`config.mk`:
```
export PLATFORM = sky130hd
export DESIGN_NAME = dual_rail_rx
export DESIGN_NICKNAME = d
export VERILOG_FILES = /design/src/rtl/dual_rail_pkg.sv /design/src/rtl/dual_rail_word_check.sv /design/src/rtl/dual_rail_rx.sv
export SDC_FILE = /design/constraint.sdc
export NUM_CORES = 1
export LEC_CHECK = 0
export BUFFER_PORTS_ARGS = -buffer_cell sky130_fd_sc_hd__buf_4
export CORE_ASPECT_RATIO = 0.6
export CORE_MARGIN = 5
export CORE_UTILIZATION = 40
export CTS_BUF_LIST = sky130_fd_sc_hd__clkbuf_8
export CTS_CLUSTER_DIAMETER = 40
export CTS_CLUSTER_SIZE = 24
export DETAILED_ROUTE_END_ITERATION = 6
export GPL_TIMING_DRIVEN = 0
export PLACE_DENSITY = 0.54
export SLEW_MARGIN = 20
export SYNTH_ARGS = -nofsm -noshare
export SYNTH_HDL_FRONTEND = slang
export SYNTH_SLANG_ARGS = --single-unit
```
`constraint.sdc`:
```
create_clock -name clk -period 3 [get_ports clk]
set_input_delay 0.3 -clock clk [delete_from_list [all_inputs] [get_ports clk]]
set_output_delay 0.3 -clock clk [all_outputs]
set_load 0.1 [all_outputs]
```
`src/rtl/dual_rail_pkg.sv`:
```
// Shared dual-rail definitions: pair codes and receiver FSM encoding.
// The transmitter side uses the same pair codes.
package dual_rail_pkg;

  localparam logic [1:0] DR_NULL = 2'b00;
  localparam logic [1:0] DR_ONE  = 2'b10;
  localparam logic [1:0] DR_ZERO = 2'b01;
  localparam logic [1:0] DR_ILL  = 2'b11;

  typedef enum logic [1:0] {
    IDLE      = 2'd0,
    WAIT_DATA = 2'd1,
    WAIT_RTZ  = 2'd2,
    ERR       = 2'd3
  } rx_state_e;

endpackage

```
`src/rtl/dual_rail_word_check.sv`:
```
// Combinational classifier for a dual-rail word: NULL / complete / illegal
// wavefront detection plus single-rail decode (true rail of each pair).
module dual_rail_word_check
  import dual_rail_pkg::*;
#(
  parameter int NBITS = 6
) (
  input  logic [2*NBITS-1:0] word,
  output logic               all_null,
  output logic               complete,
  output logic               illegal,
  output logic [NBITS-1:0]   bits
);

  logic [NBITS-1:0] is_null;
  logic [NBITS-1:0] is_data;
  logic [NBITS-1:0] is_ill;

  for (genvar k = 0; k < NBITS; k++) begin : g_pair
    logic [1:0] pair;
    assign pair       = word[2*k +: 2];
    assign is_null[k] = (pair == DR_NULL);
    assign is_data[k] = (pair == DR_ONE) || (pair == DR_ZERO);
    assign is_ill[k]  = (pair == DR_ILL);
    assign bits[k]    = pair[1];
  end

  assign all_null = &is_null;
  assign complete = &is_data;
  assign illegal  = |is_ill;

endmodule

```
`src/rtl/dual_rail_rx.sv`:
```
// Dual-rail receiver: synchronises the rails, waits for a stable complete
// wavefront, hands it to clocked logic over valid/ready and returns a 4-phase ack.
module dual_rail_rx
  import dual_rail_pkg::*;
#(
  parameter int NBITS       = 6,
  parameter int SYNC_STAGES = 2,
  parameter int TIMEOUT_CYC = 255
) (
  input  logic               clk,
  input  logic               rst,
  input  logic [2*NBITS-1:0] dr_in,
  output logic               dr_ack,
  output logic [NBITS-1:0]   out_data,
  output logic               out_valid,
  input  logic               out_ready,
  output logic               err_illegal,
  output logic               err_timeout,
  input  logic               err_clr
);

  localparam int CW = $clog2(TIMEOUT_CYC + 1);

  logic [SYNC_STAGES-1:0][2*NBITS-1:0] sync_q;
  logic [2*NBITS-1:0]                  prev_q;
  logic [SYNC_STAGES:0]                vld_pipe;
  logic [2*NBITS-1:0]                  synced;

  logic             all_null, complete, illegal, stable, partial;
  logic [NBITS-1:0] dec_bits;
  logic             buf_free, capture, count_en, tmo_hit, set_ill;
  logic [CW-1:0]    cnt_q;
  rx_state_e        state_q, state_d;

  // vld_pipe marks which sync stages hold post-reset samples, so the
  // zeroed flops are never mistaken for a real NULL wavefront.
  always_ff @(posedge clk) begin
    if (rst) begin
      sync_q   <= '0;
      prev_q   <= '0;
      vld_pipe <= '0;
    end else begin
      sync_q   <= {sync_q[SYNC_STAGES-2:0], dr_in};
      prev_q   <= sync_q[SYNC_STAGES-1];
      vld_pipe <= {vld_pipe[SYNC_STAGES-1:0], 1'b1};
    end
  end

  assign synced = sync_q[SYNC_STAGES-1];
  assign stable = vld_pipe[SYNC_STAGES] && (synced == prev_q);

  dual_rail_word_check #(.NBITS(NBITS)) u_check (
    .word     (synced),
    .all_null (all_null),
    .complete (complete),
    .illegal  (illegal),
    .bits     (dec_bits)
  );

  assign partial  = !all_null && !complete && !illegal;
  assign buf_free = !out_valid || out_ready;
  assign capture  = (state_q == WAIT_DATA) && complete && stable && buf_free && !illegal;
  assign count_en = (state_q == WAIT_DATA) && (partial || (complete && !stable));
  assign tmo_hit  = count_en && (cnt_q == CW'(TIMEOUT_CYC - 1));
  assign set_ill  = illegal && (state_q != ERR);

  always_ff @(posedge clk) begin
    if (rst) state_q <= IDLE;
    else     state_q <= state_d;
  end

  always_comb begin
    state_d = state_q;
    if (set_ill) begin
      state_d = ERR;
    end else begin
      case (state_q)
        IDLE:      if (all_null && vld_pipe[SYNC_STAGES-1]) state_d = WAIT_DATA;
        WAIT_DATA: if (tmo_hit) state_d = ERR;
                   else if (capture) state_d = WAIT_RTZ;
        WAIT_RTZ:  if (all_null) state_d = WAIT_DATA;
        ERR:       if (err_clr) state_d = IDLE;
        default:   state_d = IDLE;
      endcase
    end
  end

  always_comb begin
    dr_ack = (state_q == WAIT_RTZ);
  end

  // Blocked-but-stable words hold the count: backpressure is not a stall.
  always_ff @(posedge clk) begin
    if (rst)
      cnt_q <= '0;
    else if (state_q != WAIT_DATA || all_null || illegal || capture)
      cnt_q <= '0;
    else if (count_en)
      cnt_q <= tmo_hit ? '0 : cnt_q + CW'(1);
  end

  always_ff @(posedge clk) begin
    if (rst) begin
      out_data  <= '0;
      out_valid <= 1'b0;
    end else if (capture) begin
      out_data  <= dec_bits;
      out_valid <= 1'b1;
    end else if (out_valid && out_ready) begin
      out_valid <= 1'b0;
    end
  end

  // A fresh error outranks a simultaneous clear.
  always_ff @(posedge clk) begin
    if (rst) begin
      err_illegal <= 1'b0;
      err_timeout <= 1'b0;
    end else begin
      if (set_ill)      err_illegal <= 1'b1;
      else if (err_clr) err_illegal <= 1'b0;
      if (tmo_hit)      err_timeout <= 1'b1;
      else if (err_clr) err_timeout <= 1'b0;
    end
  end

endmodule

```
==> results.yml, run 1 <==
worst_setup_path:
  reg2reg_slack_ns: 0.45
  slowest_delay_ns: 0.55
  critPathLaunch: "synced[11]$_SDFF_PP0_"
  cp-end-kind: "flop"
  start_kind: "flop"
  worstRegToRegCells: 8
  cp.arrival_ns: 2.77
  timing.critical_path.required_ns: 3.22
  endpoint: "out_data[5]$_SDFFE_PP0P_"
  r2r-start: "synced[11]$_SDFF_PP0_"
  crit_slowest_cell: "nor4_4"
  r2r-end: "out_data[5]$_SDFFE_PP0P_"
  crit_fanout: 7
  crit_type: "flop to flop"
  crit_path_cell_trace: "inv_1, ha_1, and4_1, nand4b_1, nor4_4, nand2b_4, nor2_8, mux2_4"
yosys:
  syn_avg_cell_area_um2: 10.2
  ys_ff_latch: 58
  yosysTopAreaCell: "dfxtp_1"
  syn-cell-area_um2: 2400
  synth_top_area_share_pct: 48.3
  synth-seq-area-share_pct: 48.3
  synth_area_leaders: "dfxtp_1 48%, nor2b_1 9.1%, ha_1 7.3%, xnor2_1 6.2%, nor2_1 4.2%"
  syn_nets: 266
  yosysUniqueCellTypes: 35
  yosys_warnings: 0
  synthCells: 236
layout:
  drive_gt1_share_pct: 20.6
  multi_input_area_um2: 1170
  final_area_um2: 2900
  syn_to_final_growth_pct: 20.5
  finalNetCount: 302
  insertedDiodeCount: 0
  seqCellArea_um2: 1160
  fill_cells: 557
timing:
  setup_viol: 0
  setup_tns_ns: 0
  worstMarginPinSlew_ns: 0.609
  maxSlewViolCount: 0
  maxSlewHeadroom_pct: 59.4
  fin_ws_ns: 0.450
  min_period_ns: 2.55
  rsz0062_at_grt: "no"
  finClkSkew_ns: 0.00901
  period_share_pct: 85.0
  max_freq_mhz: 392
  finalHoldViolCount: 0
routing:
  wl_um: 4950
  avgRoutedWirePerCell_um: 13.9
  drt_pass1_iterations: 4
  via_count: 1618
  drtIter0Drc: 102
  antenna_left: 0
  drt-vias-per-instance: 4.53
  route.detailed.drc: 0
pwr:
  combinationalPowerShare_pct: 8.5
  swShare_pct: 25.0
  seq_power_share_pct: 48.5
  leakage_nw: 1.14
  pwr_density_cell_nw_per_um2: 580
  clockPowerShare_pct: 43.0
  ir_drop_v: 0.000253
  power.internal_mw: 1.26
  p_sw_uw: 419
cts:
  ctsHoldBuffers: 0
  cts_buffer_depth: 2
  cts-root-buf: "clkbuf_8"
  numCtsBuffers: 9
  h-tree-depth: 3
  clock_latency_ns: 0.34
  cts_resized: 0
  path_clk_slew_ns: 0.07
  cts_tree: "built"
  clock_sinks: 58
  postCtsSetupBuffers: 0
hold_path:
  min_path_cells: 2
  hold_path_class: "input pin to flop"
placed_design:
  port_buffers: 25
  hpwl_um: 3730
  post-place-ws_ns: 0.477
  place_congestion: 0.787
  place_area_um2: 2690
floorplan:
  initial_utilization_pct: 42.2
  fp.dieH_um: 70.0
  std_cell_rows: 21
  die_w_um: 110
  io_pins: 26
  core_area_um2: 5700
  dieArea_um2: 7710
global_route:
  grt_max_degree: 12
  grt_first_pass_wirelength_um: 8220
  grt_pass1_vias: 1553
  antenna_found_initial: 0
  grt-ovfl-total: 0
  gr-usage-all-layers_pct: 14.4
status:
  status: "completed"
job:
  max_cap_violations: 0
==> stage by stage <==
stage                     power (mW)  hold WS [ns]  instances  util [%]
after detailed placement       0.973         0.421        341      47.2
after global placement         0.972         0.422        341      47.2
final                           1.68         0.166        357      50.8
after CTS                       1.70         0.144        357      50.8
after global routing            1.75         0.160        357      50.8
after floorplan                0.927         0.414        236         -
==> logic make-up (layout without fill, tap and decap cells) <==
family                     Yosys count  in the layout  share of synthesized area (%)
AOI/OAI and AO/OA                   15             15                           4.58
xor gates and xnor gates            19             19                           6.92
adders and majority gates           14             14                           7.29
buffers and inverters               20             61                           3.12
DFF                                 58             58                           48.3
muxes                                6              6                           3.75
and+or+nand+nor                    104            104                           26.0
==> power by group through the flow <==
stage	sequential (mW)	clock, mW	combinational (mW)
floorplan	0.830	0	0.0974
global placement	0.830	0	0.142
detailed placement	0.830	0	0.143
CTS	0.813	0.748	0.144
global route	0.816	0.778	0.158
finish	0.813	0.722	0.143
==> synthesized netlist by cell type <==
cell type	count
o211ai_2	1
dfxtp_1	58
o21a_1	1
o22ai_1	1
nand4_1	5
nor3_1	3
nand3_2	1
nand3_1	8
mux2_4	6
inv_1	15
nor4_4	2
o22a_2	1
a31oi_1	1
a21oi_1	3
a311o_1	1
nor2b_1	35
a221oi_2	1
nand2b_1	2
nand4b_1	1
and4_1	2
or4_4	1
a211oi_1	1
nand2b_4	1
nand3b_4	1
nor2_8	1
xor2_1	2
o21ai_0	4
clkbuf_1	4
and3_1	1
xnor2_1	17
nor4_1	3
nor2_1	27
nand2_1	10
ha_1	14
buf_1	1
==> critical path: cells and delay by family, from the launching register on <==
kind                     cells  cell delay, ns
multiplexers                 1            0.32
flip-flops                   1            0.40
adder cells (fa/ha/maj)      1            0.27
buffers and inverters        1            0.11
AND/OR/NAND/NOR              5            1.33
==> worst min-delay path by stage <==
stage | from | end | slack, ns
after floorplan | sync_q[0]$_SDFF_PP0_ | synced[0]$_SDFF_PP0_ | 0.41
after global placement | sync_q[10]$_SDFF_PP0_ | synced[10]$_SDFF_PP0_ | 0.42
after detailed placement | sync_q[3]$_SDFF_PP0_ | synced[3]$_SDFF_PP0_ | 0.42
after CTS | dr_in[11] | sync_q[11]$_SDFF_PP0_ | 0.14
after global routing | dr_in[11] | sync_q[11]$_SDFF_PP0_ | 0.16
final | dr_in[11] | sync_q[11]$_SDFF_PP0_ | 0.17
==> layer usage <==
layer | wire (um) | up-vias | global-route usage, %
li1 | - | 850 | -
met1 | 2800 | 718 | 22.3
met2 | 1750 | 43 | 17.3
met3 | 338 | 7 | 5.43
met4 | 65 | 0 | 4.98
met5 | 0 | - | 0
==> sequential cells by signal, summed over array words and instances, names as in the netlist <==
| register | flops |
|---|---|
| out_valid | 1 |
| synced | 12 |
| err_timeout | 1 |
| out_data | 6 |
| sync_q | 12 |
| cnt_q | 8 |
| state_q | 2 |
| vld_pipe | 3 |
| prev_q | 12 |
| err_illegal | 1 |
==> final cells by class <==
cell class	instances	area share (%)
Clock inverter	6	2.29
Tap cell	80	3.46
Inverter	15	1.94
Multi-Input combinational cell	158	40.3
Timing Repair Buffer	25	6.48
Buffer	5	0.648
Clock buffer	10	4.75
Sequential cell	58	40.1
==> cell usage in the layout (no fill, tap or decap), drive strengths merged <==
master    synthesis  routed
a31oi             1       1
a21oi             3       3
a211oi            1       1
o21ai             4       4
nand3             9       9
nor2b            35      35
ha               14      14
mux2              6       6
nand4b            1       1
nor3              3       3
nand4             5       5
nand3b            1       1
bufinv            0       1
nand2b            3       3
and4              2       2
o211ai            1       1
buf               1      26
clkinv            0       2
and3              1       1
inv              15      15
o22a              1       1
xnor2            17      17
o21a              1       1
clkbuf            4      14
o22ai             1       1
a311o             1       1
or4               1       1
nand2            10      10
xor2              2       2
a221oi            1       1
clkinvlp          0       3
nor2             28      28
dfxtp            58      58
nor4              5       5
(Power assumes the default switching activity.)
==> run 2, diff against run 1 <==
==> constraint.sdc (replaced) <==
create_clock -name clk -period 2.48 [get_ports clk]
set_input_delay 0.248 -clock clk [delete_from_list [all_inputs] [get_ports clk]]
set_output_delay 0.248 -clock clk [all_outputs]
set_load 0.1 [all_outputs]
==> run 2 against run 1 <==
Non-clock buffer count up 2. Clock skew hardly changed. Worst hold slack got worse by 0.052 ns. Setup slack lost 0.32 ns. Clock-buffer cell count did not move.
==> results.yml, run 2 (same netlist as run 1, synthesis figures left out) <==
pwr:
  combinationalPowerShare_pct: 8.5
  ir_drop_v: 0.000306
  pwr_density_cell_nw_per_um2: 696
  seq_power_share_pct: 48.4
  clockPowerShare_pct: 43.0
  leakage_nw: 1.16
  power.internal_mw: 1.52
  p_sw_uw: 507
  swShare_pct: 25.0
timing:
  min_period_ns: 2.35
  maxSlewHeadroom_pct: 60.4
  fin_hold_ws_ns: 0.114
  max_freq_mhz: 425
  rsz0062_at_grt: "yes"
  maxSlewViolCount: 0
  finClkSkew_ns: 0.00883
  finalHoldViolCount: 0
  setup_viol: 0
  period_share_pct: 94.9
  worstMarginPinSlew_ns: 0.593
routing:
  avgRoutedWirePerCell_um: 13.7
  wl_um: 4920
  drtIter0Drc: 92
  antenna_left: 0
  via_count: 1627
  drt-vias-per-instance: 4.53
  drt_pass1_iterations: 4
  route.detailed.drc: 0
global_route:
  grt_max_degree: 12
  grt-ovfl-total: 0
  grt_first_pass_wirelength_um: 8240
  antenna_found_initial: 0
  grt_pass1_vias: 1552
  gr-usage-all-layers_pct: 14.4
layout:
  layout_common_cells: "58 x dfxtp_1, 35 x nor2b_1, 27 x nor2_1, 27 x buf_4, 17 x xnor2_1"
  fill_cells: 555
  drive_gt1_share_pct: 21.1
  syn_to_final_growth_pct: 21.4
  finalNetCount: 304
  finalNonFillerCells: 359
  layout_commonest_cell: "dfxtp_1"
  final_area_um2: 2920
  insertedDiodeCount: 0
cts:
  cts_tree: "built"
  cts_buffer_depth: 2
  clock_sinks: 58
  clock_latency_ns: 0.34
  numCtsBuffers: 9
  path_clk_slew_ns: 0.07
  cts-root-buf: "clkbuf_8"
  h-tree-depth: 3
job:
  max_cap_violations: 0
worst_setup_path:
  crit_type: "flop to flop"
  crit_fanout: 7
  timing.critical_path.required_ns: 2.71
  cp-end-kind: "flop"
  start_kind: "flop"
  cp.arrival_ns: 2.58
placed_design:
  port_buffers: 25
  place_congestion: 0.787
  place_inst: 341
  place_area_um2: 2690
  hpwl_um: 3730
floorplan:
  fp.dieH_um: 70.0
  core_area_um2: 5700
  io_pins: 26
  initial_utilization_pct: 42.2
  dieArea_um2: 7710
  std_cell_rows: 21
  die_w_um: 110
hold_path:
  hold_path_class: "input pin to flop"
status:
  status: "completed"
==> run 2: cell count changes in the layout (fill, tap and decap cells not counted) <==
cell      before  now
o211ai_4       0    1
o211ai_2       1    0
buf_4         25   27
==> run 2: area by class of cell <==
class                      instances  area (um2)  share of cell area, %
inverter                          15        56.3                   1.93
sequential                        58        1160                   39.8
buffer                             5        18.8                  0.643
tap                               80         100                   3.43
multi-input combinational        158        1180                   40.3
clock buffer                      10         138                   4.71
timing repair buffer              27         203                   6.94
clock inverter                     6        66.3                   2.27
==> run 2: timing repair <==
action,4_1_cts,5_1_grt
hold buffers,0,0
resized for setup,0,1
setup endpoints to repair,6,12
setup buffers,0,2
pin swaps,1,1
==> run 2: critical path: stages, from the launching register on <==
cell and delay (ns):
dfxtp_1 0.41, inv_1 0.10, ha_1 0.27, and4_1 0.23
nand4b_1 0.18, nor4_4 0.25, buf_4 0.19, nand2b_4 0.08
nor2_8 0.20, mux2_4 0.32
==> run 2: power by group through the flow <==
stage / Clock, mW / Combinational, mW / Sequential (mW)
after floorplan: 0 / 0.118 / 1.00
after global placement: 0 / 0.172 / 1.00
after detailed placement: 0 / 0.173 / 1.00
after CTS: 0.905 / 0.174 / 0.984
after global routing: 0.941 / 0.192 / 0.987
final: 0.874 / 0.174 / 0.984
==> run 2: path summary, 6_finish.rpt <==
check / start / end / cells past startpoint / slack (ns)
setup / recovery: synced[11]$_SDFF_PP0_ / out_data[5]$_SDFFE_PP0P_ / 9 / 0.13
hold / removal: dr_in[11] / sync_q[11]$_SDFF_PP0_ / 2 / 0.11
setup reg to reg: synced[11]$_SDFF_PP0_ / out_data[5]$_SDFFE_PP0P_ / 9 / 0.13
hold reg to reg: sync_q[9]$_SDFF_PP0_ / synced[9]$_SDFF_PP0_ / 1 / 0.44
==> run 2: through the flow <==
stage | power [mW] | utilization (%) | TNS [ns] | worst slack (ns)
finish | 2.03 | 51.2 | 0 | 0.128
global route | 2.12 | 51.2 | -0.0633 | -0.0232
CTS | 2.06 | 50.8 | 0 | 0.0545
detailed placement | 1.18 | 47.2 | -0.243 | -0.0426
global placement | 1.18 | 47.2 | -0.338 | -0.0596
floorplan | 1.12 | - | 0 | 0.303
==> run 2: metal layers <==
metal  vias to the layer above  routed length, um  track usage [%]
met5                         -                  0                0
met4                         0                 64             4.98
met3                         7                277             5.43
met2                        34               1750             17.3
met1                       730               2820             22.4
li1                        856                  -                -
